--- src/rtl/sig_norm_round_if.sv ---
// Stream bundle for sig_norm_round: the input product beat and the rounded result,
// each with its own valid/ready handshake.
interface sig_norm_round_if #(
  parameter int FRAC_W = 10,
  parameter int EXP_W  = 5,
  parameter int PROD_W = 24
);
  logic                    in_valid;
  logic                    in_ready;
  logic [PROD_W-1:0]       prod;
  logic signed [7:0]       exp_in;
  logic                    sign_in;
  logic                    zero_in;

  logic                    out_valid;
  logic                    out_ready;
  logic [FRAC_W-1:0]       frac_out;
  logic [EXP_W-1:0]        exp_out;
  logic                    sign_out;
  logic                    ovf;
  logic                    unf;
  logic                    inexact;

  modport master (
    output in_valid, prod, exp_in, sign_in, zero_in, out_ready,
    input  in_ready, out_valid, frac_out, exp_out, sign_out, ovf, unf, inexact
  );

  modport slave (
    input  in_valid, prod, exp_in, sign_in, zero_in, out_ready,
    output in_ready, out_valid, frac_out, exp_out, sign_out, ovf, unf, inexact
  );
endinterface

--- src/rtl/sig_norm_round.sv ---
// FP16 significand normalize + round stage (2-deep pipeline, valid/ready).
// Define SIG_NORM_ROUND_RTZ_EN to round toward zero instead of nearest-even.
module sig_norm_round #(
  parameter int FRAC_W = 10,
  parameter int EXP_W  = 5,
  parameter int PROD_W = 24
) (
  input logic            clk,
  input logic            rst_n,
  sig_norm_round_if.slave bus
);

  localparam logic signed [8:0] E_MAX = 9'((1 << EXP_W) - 1);

  logic                    s1_valid;
  logic [FRAC_W-1:0]       s1_f;
  logic                    s1_g;
  logic                    s1_s;
  logic signed [8:0]       s1_e;
  logic                    s1_sign;
  logic                    s1_zero;

  logic                    s2_valid;
  logic [FRAC_W-1:0]       res_frac;
  logic [EXP_W-1:0]        res_exp;
  logic                    res_sign;
  logic                    res_ovf;
  logic                    res_unf;
  logic                    res_inexact;

  logic                    s2_load;
  logic                    s1_load;

  logic [FRAC_W-1:0]       n_f;
  logic                    n_g;
  logic                    n_s;
  logic signed [8:0]       n_e;

  logic                    rnd_up;
  logic [FRAC_W:0]         r_sum;
  logic signed [8:0]       r_e;
  logic                    r_inexact;

  assign s2_load      = !s2_valid || bus.out_ready;
  assign s1_load      = !s1_valid || s2_load;
  assign bus.in_ready = !(s1_valid && s2_valid && !bus.out_ready);

  // A product in [2,4) has its leading one at bit 2*FRAC_W+1 and needs one right shift.
  always_comb begin
    n_e = {bus.exp_in[7], bus.exp_in};
    if (bus.prod[2*FRAC_W+1]) begin
      n_f = bus.prod[2*FRAC_W:FRAC_W+1];
      n_g = bus.prod[FRAC_W];
      n_s = |bus.prod[FRAC_W-1:0];
      n_e = n_e + 9'sd1;
    end else begin
      n_f = bus.prod[2*FRAC_W-1:FRAC_W];
      n_g = bus.prod[FRAC_W-1];
      n_s = |bus.prod[FRAC_W-2:0];
    end
  end

  always_comb begin
`ifdef SIG_NORM_ROUND_RTZ_EN
    rnd_up = 1'b0;
`else
    rnd_up = s1_g && (s1_s || s1_f[0]);
`endif
    r_sum     = {1'b0, s1_f} + {{FRAC_W{1'b0}}, rnd_up};
    r_e       = s1_e + (r_sum[FRAC_W] ? 9'sd1 : 9'sd0);
    r_inexact = s1_g || s1_s;
  end

  always_ff @(posedge clk or negedge rst_n) begin
    if (!rst_n) begin
      s1_valid <= 1'b0;
      s1_f     <= '0;
      s1_g     <= 1'b0;
      s1_s     <= 1'b0;
      s1_e     <= '0;
      s1_sign  <= 1'b0;
      s1_zero  <= 1'b0;
    end else if (s1_load) begin
      s1_valid <= bus.in_valid;
      if (bus.in_valid) begin
        s1_f    <= n_f;
        s1_g    <= n_g;
        s1_s    <= n_s;
        s1_e    <= n_e;
        s1_sign <= bus.sign_in;
        s1_zero <= bus.zero_in;
      end
    end
  end

  // Zero operands win over range checks; overflow saturates to infinity, underflow flushes.
  always_ff @(posedge clk or negedge rst_n) begin
    if (!rst_n) begin
      s2_valid    <= 1'b0;
      res_frac    <= '0;
      res_exp     <= '0;
      res_sign    <= 1'b0;
      res_ovf     <= 1'b0;
      res_unf     <= 1'b0;
      res_inexact <= 1'b0;
    end else if (s2_load) begin
      s2_valid <= s1_valid;
      if (s1_valid) begin
        res_sign <= s1_sign;
        if (s1_zero) begin
          res_frac    <= '0;
          res_exp     <= '0;
          res_ovf     <= 1'b0;
          res_unf     <= 1'b0;
          res_inexact <= 1'b0;
        end else if (r_e >= E_MAX) begin
          res_frac    <= '0;
          res_exp     <= '1;
          res_ovf     <= 1'b1;
          res_unf     <= 1'b0;
          res_inexact <= 1'b1;
        end else if (r_e <= 9'sd0) begin
          res_frac    <= '0;
          res_exp     <= '0;
          res_ovf     <= 1'b0;
          res_unf     <= 1'b1;
          res_inexact <= 1'b1;
        end else begin
          res_frac    <= r_sum[FRAC_W-1:0];
          res_exp     <= r_e[EXP_W-1:0];
          res_ovf     <= 1'b0;
          res_unf     <= 1'b0;
          res_inexact <= r_inexact;
        end
      end
    end
  end

  assign bus.out_valid = s2_valid;
  assign bus.frac_out  = res_frac;
  assign bus.exp_out   = res_exp;
  assign bus.sign_out  = res_sign;
  assign bus.ovf       = res_ovf;
  assign bus.unf       = res_unf;
  assign bus.inexact   = res_inexact;

endmodule

--- src/flat_wrapper.sv ---
// flat-port wrapper written by rule: the top's interface ports become plain ports
module sig_norm_round_flat 
#(
  parameter int FRAC_W = 10,
  parameter int EXP_W  = 5,
  parameter int PROD_W = 24
)
  (clk, rst_n, bus_in_valid, bus_prod, bus_exp_in, bus_sign_in, bus_zero_in, bus_out_ready, bus_in_ready, bus_out_valid, bus_frac_out, bus_exp_out, bus_sign_out, bus_ovf, bus_unf, bus_inexact);
  sig_norm_round_if #(.FRAC_W(FRAC_W), .EXP_W(EXP_W), .PROD_W(PROD_W)) bus_i ();
  input logic clk;
  input logic rst_n;
  input wire logic [$bits(bus_i.in_valid)-1:0] bus_in_valid;
  input wire logic [$bits(bus_i.prod)-1:0] bus_prod;
  input wire logic [$bits(bus_i.exp_in)-1:0] bus_exp_in;
  input wire logic [$bits(bus_i.sign_in)-1:0] bus_sign_in;
  input wire logic [$bits(bus_i.zero_in)-1:0] bus_zero_in;
  input wire logic [$bits(bus_i.out_ready)-1:0] bus_out_ready;
  output wire logic [$bits(bus_i.in_ready)-1:0] bus_in_ready;
  output wire logic [$bits(bus_i.out_valid)-1:0] bus_out_valid;
  output wire logic [$bits(bus_i.frac_out)-1:0] bus_frac_out;
  output wire logic [$bits(bus_i.exp_out)-1:0] bus_exp_out;
  output wire logic [$bits(bus_i.sign_out)-1:0] bus_sign_out;
  output wire logic [$bits(bus_i.ovf)-1:0] bus_ovf;
  output wire logic [$bits(bus_i.unf)-1:0] bus_unf;
  output wire logic [$bits(bus_i.inexact)-1:0] bus_inexact;
  assign bus_i.in_valid = bus_in_valid;
  assign bus_i.prod = bus_prod;
  assign bus_i.exp_in = bus_exp_in;
  assign bus_i.sign_in = bus_sign_in;
  assign bus_i.zero_in = bus_zero_in;
  assign bus_i.out_ready = bus_out_ready;
  assign bus_in_ready = bus_i.in_ready;
  assign bus_out_valid = bus_i.out_valid;
  assign bus_frac_out = bus_i.frac_out;
  assign bus_exp_out = bus_i.exp_out;
  assign bus_sign_out = bus_i.sign_out;
  assign bus_ovf = bus_i.ovf;
  assign bus_unf = bus_i.unf;
  assign bus_inexact = bus_i.inexact;
  sig_norm_round #(.FRAC_W(FRAC_W), .EXP_W(EXP_W), .PROD_W(PROD_W)) u_core (.clk(clk), .rst_n(rst_n), .bus(bus_i));
endmodule
--- config.mk ---
export PLATFORM = sky130hd
export DESIGN_NAME = sig_norm_round_flat
export DESIGN_NICKNAME = d
export VERILOG_FILES = /design/src/rtl/sig_norm_round_if.sv /design/src/rtl/sig_norm_round.sv /design/src/flat_wrapper.sv
export SDC_FILE = /design/constraint.sdc
export NUM_CORES = 1
export LEC_CHECK = 0
export ABC_AREA = 0
export CAP_MARGIN = 20
export CORE_MARGIN = 2
export CORE_UTILIZATION = 49
export DETAILED_ROUTE_END_ITERATION = 16
export GPL_TIMING_DRIVEN = 1
export PLACE_DENSITY = 0.91
export SKIP_LAST_GASP = 1
export SLEW_MARGIN = 10
export SYNTH_ARGS = -nofsm -noshare
export SYNTH_HDL_FRONTEND = slang
export SYNTH_SLANG_ARGS = --single-unit
--- constraint.sdc ---
create_clock -name clk -period 3.4 [get_ports clk]
set_clock_uncertainty 0.05 [all_clocks]
set_input_delay 1.02 -clock clk [delete_from_list [all_inputs] [get_ports clk]]
set_output_delay 1.02 -clock clk [all_outputs]
set_load 0.02 [all_outputs]
**After elaboration in Yosys (flattened, before gate mapping)**

Cells that the tools add are included.

- Add/subtract/negate cells: 3
- Magnitude comparators: 2
- Muxes and demuxes: 19
- Reductions and logical operators: 15

Operators by type and width:

| cell | count |
|---|---|
| 10-bit two-way mux | 4 |
| 5-bit two-way mux | 3 |
| 10-bit by 1-bit adder with 11-bit output | 1 |
| 1-bit two-way mux | 11 |
| 10-bit OR reduction | 1 |
| 8-bit by 2-bit adder with 9-bit output (second input constant) | 1 |
| 9-bit adder | 1 |
| 9-bit by 6-bit greater-or-equal comparator with 1-bit output (second input constant) | 1 |
| 9-bit by 1-bit less-or-equal comparator with 1-bit output (second input constant) | 1 |
| 9-bit two-way mux | 1 |
| 9-bit OR reduction | 1 |
| 1-bit logical NOT | 4 |
| 1-bit logical OR | 4 |
| 2-bit AND reduction | 2 |
| 1-bit logical AND | 3 |

- Flip-flop bits (word level): 44
- Input port bits: 38

**Longest topological paths before layout**

Gate-level depths: netlist of the first run.

- Word-level depth: 9
- Gate-level depth with buffers: 12
- Mapped depth without buffers: 12

**Least setup slack after synthesis of the first run**

OpenSTA, ideal clock, no wires.

- Path type: register -> register
- Start: register u_core.s1_s
- End: register u_core.res_inexact (netlist: u_core.bus.inexact)
- Arrival: 2.666 ns
- Slack: 0.615 ns
- Stages on the path, launching flop included: 13
- Buffers on the path: 0
- Period minus slack after synthesis: 2.785 ns
- Cells stage by stage: dfrtp_1 -> o21a_1 -> ha_1 -> ha_1 -> nand3_1 -> nor3_1 -> ha_1 -> ha_1 -> or4bb_1 -> o22ai_1 -> nor3b_1 -> a31oi_1 -> nand3b_1

- Cells in the longest elaborated chain, start to end: 9

RTL lines:

| what | RTL line | text |
|---|---|---|
| from (decl) | sig_norm_round.sv:18 | `logic s1_s;` |
| from (signal assigned) | sig_norm_round.sv:88 | `s1_s <= n_s;` |
| 1-bit logical OR | sig_norm_round.sv:67 | `rnd_up = s1_g && (s1_s \|\| s1_f[0]);` |
| 1-bit logical AND | sig_norm_round.sv:67 |  |
| 10-bit by 1-bit adder with 11-bit output | sig_norm_round.sv:69 | `r_sum = {1'b0, s1_f} + {{FRAC_W{1'b0}}, rnd_up};` |
| 1-bit two-way mux | sig_norm_round.sv:70 | `r_e = s1_e + (r_sum[FRAC_W] ? 9'sd1 : 9'sd0);` |
| 9-bit adder | sig_norm_round.sv:70 |  |
| 9-bit by 1-bit less-or-equal comparator with 1-bit output | sig_norm_round.sv:122 | `end else if (r_e <= 9'sd0) begin` |
| 1-bit two-way mux | sig_norm_round.sv:122 |  |
| 1-bit two-way mux * | sig_norm_round.sv:116 | `end else if (r_e >= E_MAX) begin` |
| 1-bit two-way mux * | sig_norm_round.sv:110 | `if (s1_zero) begin` |
| to (signal assigned) | sig_norm_round.sv:133 | `res_inexact <= r_inexact;` |
| to (decl) | sig_norm_round.sv:29 | `logic res_inexact;` |

Every way passes the cells marked *; elsewhere a longest branch is shown, timed or not.
A chain may end at the register's enable or synchronous reset.

**Worst setup path after layout of the first run**

- Start: input bus_out_ready
- End: output bus_in_ready

- Cells in the longest elaborated chain, start to end: 3

RTL lines:

| what | RTL line | text |
|---|---|---|
| from (decl) | flat_wrapper.sv:17 | `input wire logic [$bits(bus_i.out_ready)-1:0] bus_out_ready;` |
| 1-bit logical NOT | sig_norm_round.sv:46 | `assign bus.in_ready = !(s1_valid && s2_valid && !bus.out_ready);` |
| 1-bit logical AND | sig_norm_round.sv:46 |  |
| 1-bit logical NOT | sig_norm_round.sv:46 |  |
| to (decl) | flat_wrapper.sv:18 | `output wire logic [$bits(bus_i.in_ready)-1:0] bus_in_ready;` |

No other way between the ends.

==> summary.md, run 1 <==
| Metric | Value |
|---|---|
| Avg Inst Size Synth | `9.67 sq um` |
| Clock slew at the register clock pins of the worst setup and hold paths | `0.08 ns` |
| Vias in the first global route | `1,800` |
| Worst R2R End | `u_core.bus.exp_out[0]` |
| Met3 Resource Use GR | `0.0333` |
| Setup TNS | `0 ns` |
| Status | `completed` |
| Top Family by Delay on Critical Path | `buffers and inverters` |
| Clock tree buffer depth | `2` |
| Met1 Use GR | `0.251` |
| Post-synth cell types | `39` |
| Area after DPL | `0.00291 sq mm` |
| Internal power | `0.000949 W` |
| Setup slack, reg-to-reg | `0.27 ns` |
| Clk_lat worst skew | `0.31 ns` |
| Largest net degree at the start of global routing | `45` |
| Post-Syn Nets | `281` |
| Most used routing layer | `met2` |
| DR iter-0 viols | `101` |
| Io pins | `59` |
| GR Overflow Total | `0` |
| Clock share of power | `0.252` |
| Switching Fraction | `0.309` |
| Root buf cell | `clkbuf_8` |
| Via count | `1,925` |
| Die Y | `72.5 um` |
| Crit path launch type | `input pin` |
| Area share of the largest cell type after synthesis | `0.479` |
| Main area contributors after synthesis | `dfrtp_1, nand2_1, o21ai_0, mux2i_1, xnor2_1` |
| CTS buffer count | `5` |
| Synth Flop Type | `dfrtp_1` |
| Met2 GRT Util | `0.318` |
| Overall Global Routing Usage | `0.195` |
| Drt wl/cell | `13.3 um` |
| Synthesized area | `0.00230 sq mm` |
| CTS tree | `done` |
| Area delta synth->final | `30.7%` |
| Slowest stage delay, CP | `0.62 ns` |
| Crit-path slowest cell | `clkdlybuf4s50_1` |
| CTS Sinks | `44` |
| CP required | `2.33 ns` |
| DRT Wirelength | `4630 um` |
| Psw | `0.000424 W` |
| CP Buf/Inv Count | `2` |
| Hold Path Sink | `u_core.bus.ovf` |
| CP Cell Sequence | `clkdlybuf4s50_1 -> nand3b_1 -> clkdlybuf4s50_1` |
| Final setup fails | `0` |
| Leakage | `1.24 nW` |
| Cells after synthesis | `238` |
| GPL Wtd Cong | `0.803` |
| DP HPWL | `3580 um` |
| Global-route wire length before repair | `7930 um` |
| Pwr Density | `457 mW/mm^2` |
| CP Max Fanout | `3` |
| Critical path arrival | `2.25 ns` |
| Drt pass-1 iters | `4` |
| Hold path start | `u_core.bus.ovf` |
| Final Hold Fails | `0` |
| Worst R2R Start | `u_core.s1_s` |
| Yosys warnings | `0` |
| Setup crit end kind | `primary output` |
| Initial antenna violation count | `0` |
| Avg Vias per Cell | `5.53` |
| Initial core utilization | `0.518` |
| RSZ-0062 raised after global routing | `no` |
| Worst Tran Pin Value | `0.929 ns` |
| Dpl ws | `0.0798 ns` |
| Commonest non-fill, non-tap cells in the layout | `clkdlybuf4s50_1, nand2_1, dfrtp_1, o21ai_0, xnor2_1` |
| Filler cells | `370` |
| Max VDD drop | `0.000225 V` |
| Post-route cell area | `0.00301 sq mm` |
| HP Class | `flop to flop` |
| Worst setup margin | `0.0826 ns` |
| Layout Nets | `338` |
| Sequential area share after synthesis | `0.479` |
| H-tree Lvls | `2` |
| WHS Path Cells | `1` |
| DP Cell Count | `340` |
| Fmax | `301 MHz` |
| Rel. slew slack | `0.381` |
| Ant diodes | `0` |
| Synth area leader | `dfrtp_1` |
| EDFF count, synth | `0` |
| Fin cells | `348` |
| R2R depth | `12` |
| Final Max Tran Viols | `0` |
| Antenna-violating nets left | `0` |
| Layout cells sized above 1 | `0.0709` |
| Core area | `0.00444 sq mm` |
| Final Cycle Share | `0.976` |
| Register share of total power | `0.485` |
| Buffers on Ports | `56` |
| Ys async rst share | `1.00` |
| Commonest non-fill, non-tap cell in the layout | `clkdlybuf4s50_1` |
| Final worst path period need | `3.32 ns` |
| Max Cap Viol | `0` |
| Synthesized flop and latch total | `44` |
| Die W | `72.5 um` |
| CP dominant cell by count | `clkdlybuf4s50_1` |
| Die ar. | `0.00526 sq mm` |
| Combinational power share | `0.263` |
| DRC | `0` |
| Row count | `24` |
| Critical path type | `input pin to primary output` |
-- state kept, by name, indices dropped and copies added (netlist names), 5 cells and up --
name                 count
u_core.bus.frac_out     10
u_core.s1_f             10
u_core.s1_e              9
u_core.bus.exp_out       5
-- through the flow --
stage,total power (W),hold WS [ns],util
2_1_floorplan,0.000868,0.406,-
3_3_place_gp,0.00102,0.411,0.655
3_5_place_dp,0.00104,0.424,0.655
4_1_cts,0.00138,0.441,0.676
5_1_grt,0.00144,0.465,0.677
6_report,0.00137,0.436,0.677
-- how the worst max path moves through the flow --
stage,from,endpoint,slack (ns),cells after the start
final,bus_out_ready,bus_in_ready,0.08,3
after CTS,bus_out_ready,bus_in_ready,0.07,3
after global placement,bus_out_ready,bus_in_ready,0.11,3
after detailed placement,bus_out_ready,bus_in_ready,0.08,3
after global routing,u_core.s1_s,u_core.bus.exp_out[1],0.02,12
after floorplan,u_core.s1_s,u_core.bus.inexact,0.61,12
-- metal layers --
layer  share of wire  wire length [um]  vias up
met5               0                 0        -
met4           0.023               108        0
met3           0.061               283        7
met2            0.47              2170       60
met1            0.45              2060      906
li1                -                 -      952
-- synthesized netlist by cell type, types with 5 or more instances --
library cell	n
mux2i_1	12
nand3_1	8
o21ai_0	27
nor2_1	7
inv_1	5
o21ai_1	10
nand2_1	47
ha_1	5
xor2_1	7
nor3_1	6
dfrtp_1	44
clkbuf_1	7
xnor2_1	13
-- area by class of cell --
class	count	area [sq um]	area share
Clock buffer	6	82.6	0.0275
Clock inverter	2	13.8	0.00458
Inverter	5	18.8	0.00624
Multi-Input combinational cell	180	1150	0.382
Sequential cell	44	1100	0.366
Tap cell	52	65.1	0.0216
Timing Repair Buffer	59	578	0.192
-- power by group through the flow --
stage | sequential, W | clock [W] | combinational (W)
2_1_floorplan | 0.000702 | 0 | 0.000167
3_3_place_gp | 0.000670 | 0 | 0.000351
3_5_place_dp | 0.000677 | 0 | 0.000362
4_1_cts | 0.000666 | 0.000352 | 0.000364
5_1_grt | 0.000679 | 0.000368 | 0.000397
6_report | 0.000666 | 0.000347 | 0.000361
-- kinds of logic after synthesis --
kind of cell | synth area share
and+or+nand+nor | 0.200
DFF | 0.479
muxes | 0.0669
adders and majority gates | 0.0272
buffers and inverters | 0.0234
AOI/OAI and AO/OA | 0.128
xor gates and xnor gates | 0.0761
-- repair_timing --
action,CTS,global route
resized for setup,0,2
hold buffers,0,0
endpoints found under the setup margin,0,12
setup buffers,0,0
No activity file was read; power rests on OpenSTA's default activity.
==> run 2: changes to the inputs <==
--- a/config.mk
+++ b/config.mk
@@ -8,10 +8,12 @@
 export ABC_AREA = 0
 export CAP_MARGIN = 20
 export CORE_MARGIN = 2
-export CORE_UTILIZATION = 49
+export CORE_UTILIZATION = 51
+export CTS_BUF_LIST = sky130_fd_sc_hd__clkbuf_2
+export CTS_CLUSTER_SIZE = 24
 export DETAILED_ROUTE_END_ITERATION = 16
 export GPL_TIMING_DRIVEN = 1
-export PLACE_DENSITY = 0.91
+export PLACE_DENSITY = 0.94
 export SKIP_LAST_GASP = 1
 export SLEW_MARGIN = 10
 export SYNTH_ARGS = -nofsm -noshare
==> run 2 against run 1 <==
Net effect:
- setup slack better by 0.010 ns
- global-route usage is 1.3 points higher
- design area is 0.79% lower
- maximum frequency is 0.31% higher
- largest cell class unchanged
- largest power group unchanged
==> summary.md, run 2 (same netlist as run 1, synthesis figures left out) <==
| Metric | Value |
|---|---|
| Io pins | `59` |
| Rel. slew slack | `0.386` |
| Drt wl/cell | `13.6 um` |
| Top Family by Delay on Critical Path | `buffers and inverters` |
| Crit path launch type | `input pin` |
| Post-route cell area | `0.00298 sq mm` |
| Slowest stage delay, CP | `0.62 ns` |
| Combinational power share | `0.273` |
| Max Cap Viol | `0` |
| Commonest non-fill, non-tap cells in the layout | `clkdlybuf4s50_1, nand2_1, dfrtp_1, o21ai_0, xnor2_1` |
| CTS Sinks | `44` |
| Root buf cell | `clkbuf_2` |
| Worst R2R End | `u_core.bus.exp_out[1]` |
| Critical path type | `input pin to primary output` |
| Die W | `71.2 um` |
| CTS tree | `done` |
| Fin cells | `348` |
| DRC | `0` |
| Clock tree buffer depth | `2` |
| CP required | `2.33 ns` |
| Layout cells sized above 1 | `0.0709` |
| GPL Wtd Cong | `0.829` |
| Final Cycle Share | `0.973` |
| Setup crit end kind | `primary output` |
| Drt pass-1 iters | `4` |
| Critical path origin | `bus_out_ready` |
| Clk_lat worst skew | `0.42 ns` |
| Final Hold Fails | `0` |
| GR Overflow Total | `0` |
| CTS Hold Bufs | `0` |
| Largest net degree at the start of global routing | `45` |
| Final setup fails | `0` |
| Die ar. | `0.00507 sq mm` |
| CP dominant cell by count | `clkdlybuf4s50_1` |
| CP Cell Sequence | `clkdlybuf4s50_1 -> nand3b_1 -> clkdlybuf4s50_1` |
| H-tree Lvls | `2` |
| Overall Global Routing Usage | `0.208` |
| Worst Tran Pin Value | `0.922 ns` |
| Initial core utilization | `0.528` |
| Buffers on Ports | `56` |
| Critical path arrival | `2.24 ns` |
| R2R depth | `12` |
| Leakage | `1.23 nW` |
| Psw | `0.000416 W` |
| Ant diodes | `0` |
| RSZ-0062 raised after global routing | `no` |
| WHS Path Cells | `2` |
| Crit-path slowest cell | `clkdlybuf4s50_1` |
| Area delta synth->final | `29.7%` |
| Commonest non-fill, non-tap cell in the layout | `clkdlybuf4s50_1` |
| Final worst path period need | `3.31 ns` |
| Switching Fraction | `0.314` |
| Pwr Density | `443 mW/mm^2` |
| Clock share of power | `0.223` |
| Register share of total power | `0.504` |
| Internal power | `0.000907 W` |
| CP endpoint | `bus_in_ready` |
| HP Class | `flop to flop` |
| Setup TNS | `0 ns` |
| Fmax | `302 MHz` |
| Layout Nets | `338` |
| DR iter-0 viols | `82` |
| Die Y | `71.2 um` |
| Vias in the first global route | `1,871` |
| Status | `completed` |
| Stages on worst setup path | `3` |
| Via count | `1,929` |
| CP Max Fanout | `3` |
| DP HPWL | `3720 um` |
| Avg Vias per Cell | `5.54` |
| CP Buf/Inv Count | `2` |
| Worst R2R Start | `u_core.s1_s` |
| Antenna-violating nets left | `0` |
| Setup slack, reg-to-reg | `0.25 ns` |
| Initial antenna violation count | `0` |
| Core area | `0.00435 sq mm` |
| Pwr Total | `0.00132 W` |
| Worst hold-check slack | `0.463 ns` |
| Max VDD drop | `0.000205 V` |
| Row count | `24` |
| Clock slew at the register clock pins of the worst setup and hold paths | `0.21 ns` |
| CTS buffer count | `5` |
| Filler cells | `334` |
| Area after DPL | `0.00291 sq mm` |
| DRT Wirelength | `4720 um` |
| DP Cell Count | `340` |
| Global-route wire length before repair | `8330 um` |
| Final Max Tran Viols | `0` |
## run 2: cell types whose count changed in the layout (fill, tap and decap cells not counted)
cell / delta
nor3_1: -1
clkinv_1: +1
clkbuf_8: -6
bufinv_16: +1
clkinv_2: -1
clkbuf_2: +5
clkinv_4: +1
nor3_2: +1
inv_6: -1
## run 2: repair_timing
item | CTS | global route
setup endpoints to repair | 0 | 14
hold endpoints to repair | 0 | 0
setup buffers | 0 | 0
gates resized for setup | 0 | 3
## run 2: worst reg2reg max path: stages, from the launching register on
cell and delay, ns:
dfrtp_1 0.42, o21a_1 0.15, ha_1 0.22, ha_1 0.20
nand3_1 0.15, nor3_2 0.18, ha_1 0.22, ha_2 0.25
nand4_1 0.16, or3_1 0.37, and4bb_4 0.26, a21boi_1 0.16
a221o_1 0.29
## run 2: metal layers
layer	wire length [um]	track usage	part of all wire	vias to the layer above
li1	-	-	-	958
met1	2050	0.273	0.43	898
met2	2340	0.340	0.49	67
met3	258	0.0470	0.055	6
met4	79	0.0713	0.017	0
met5	0	0	0	-
## run 2: metrics by stage
stage | setup slack (ns) | utilization
6_report | 0.0928 | 0.685
5_1_grt | 0.0402 | 0.685
4_1_cts | 0.0862 | 0.684
3_5_place_dp | 0.0871 | 0.668
3_3_place_gp | 0.107 | 0.668
2_1_floorplan | 0.615 | -
## run 2: how the worst min path moves through the flow
stage | start | end | slack [ns]
2_1_floorplan | u_core.s1_e[0] | u_core.s1_e[0] | 0.41
3_3_place_gp | u_core.bus.ovf | u_core.bus.ovf | 0.41
3_5_place_dp | u_core.bus.frac_out[3] | u_core.bus.frac_out[3] | 0.43
4_1_cts | u_core.bus.frac_out[2] | u_core.bus.frac_out[2] | 0.47
5_1_grt | u_core.bus.exp_out[4] | u_core.bus.exp_out[4] | 0.50
6_report | u_core.bus.exp_out[4] | u_core.bus.exp_out[4] | 0.46
## run 2: power by group through the flow
stage | clock network, W | logic (W) | registers, W
floorplan | 0 | 0.000167 | 0.000702
finish | 0.000295 | 0.000361 | 0.000667
global route | 0.000318 | 0.000400 | 0.000680
detailed placement | 0 | 0.000363 | 0.000678
global placement | 0 | 0.000350 | 0.000670
CTS | 0.000299 | 0.000365 | 0.000667
## run 2: final cells by class
| cell class | count | area (sq um) | area share |
|---|---|---|---|
| inverters | 5 | 18.8 | 0.00629 |
| well taps | 52 | 65.1 | 0.0218 |
| flip-flops and latches | 44 | 1100 | 0.369 |
| clock inverters | 3 | 42.5 | 0.0143 |
| multi-input cells | 180 | 1150 | 0.387 |
| clock buffers | 5 | 25.0 | 0.00839 |
| repair buffers | 59 | 578 | 0.194 |
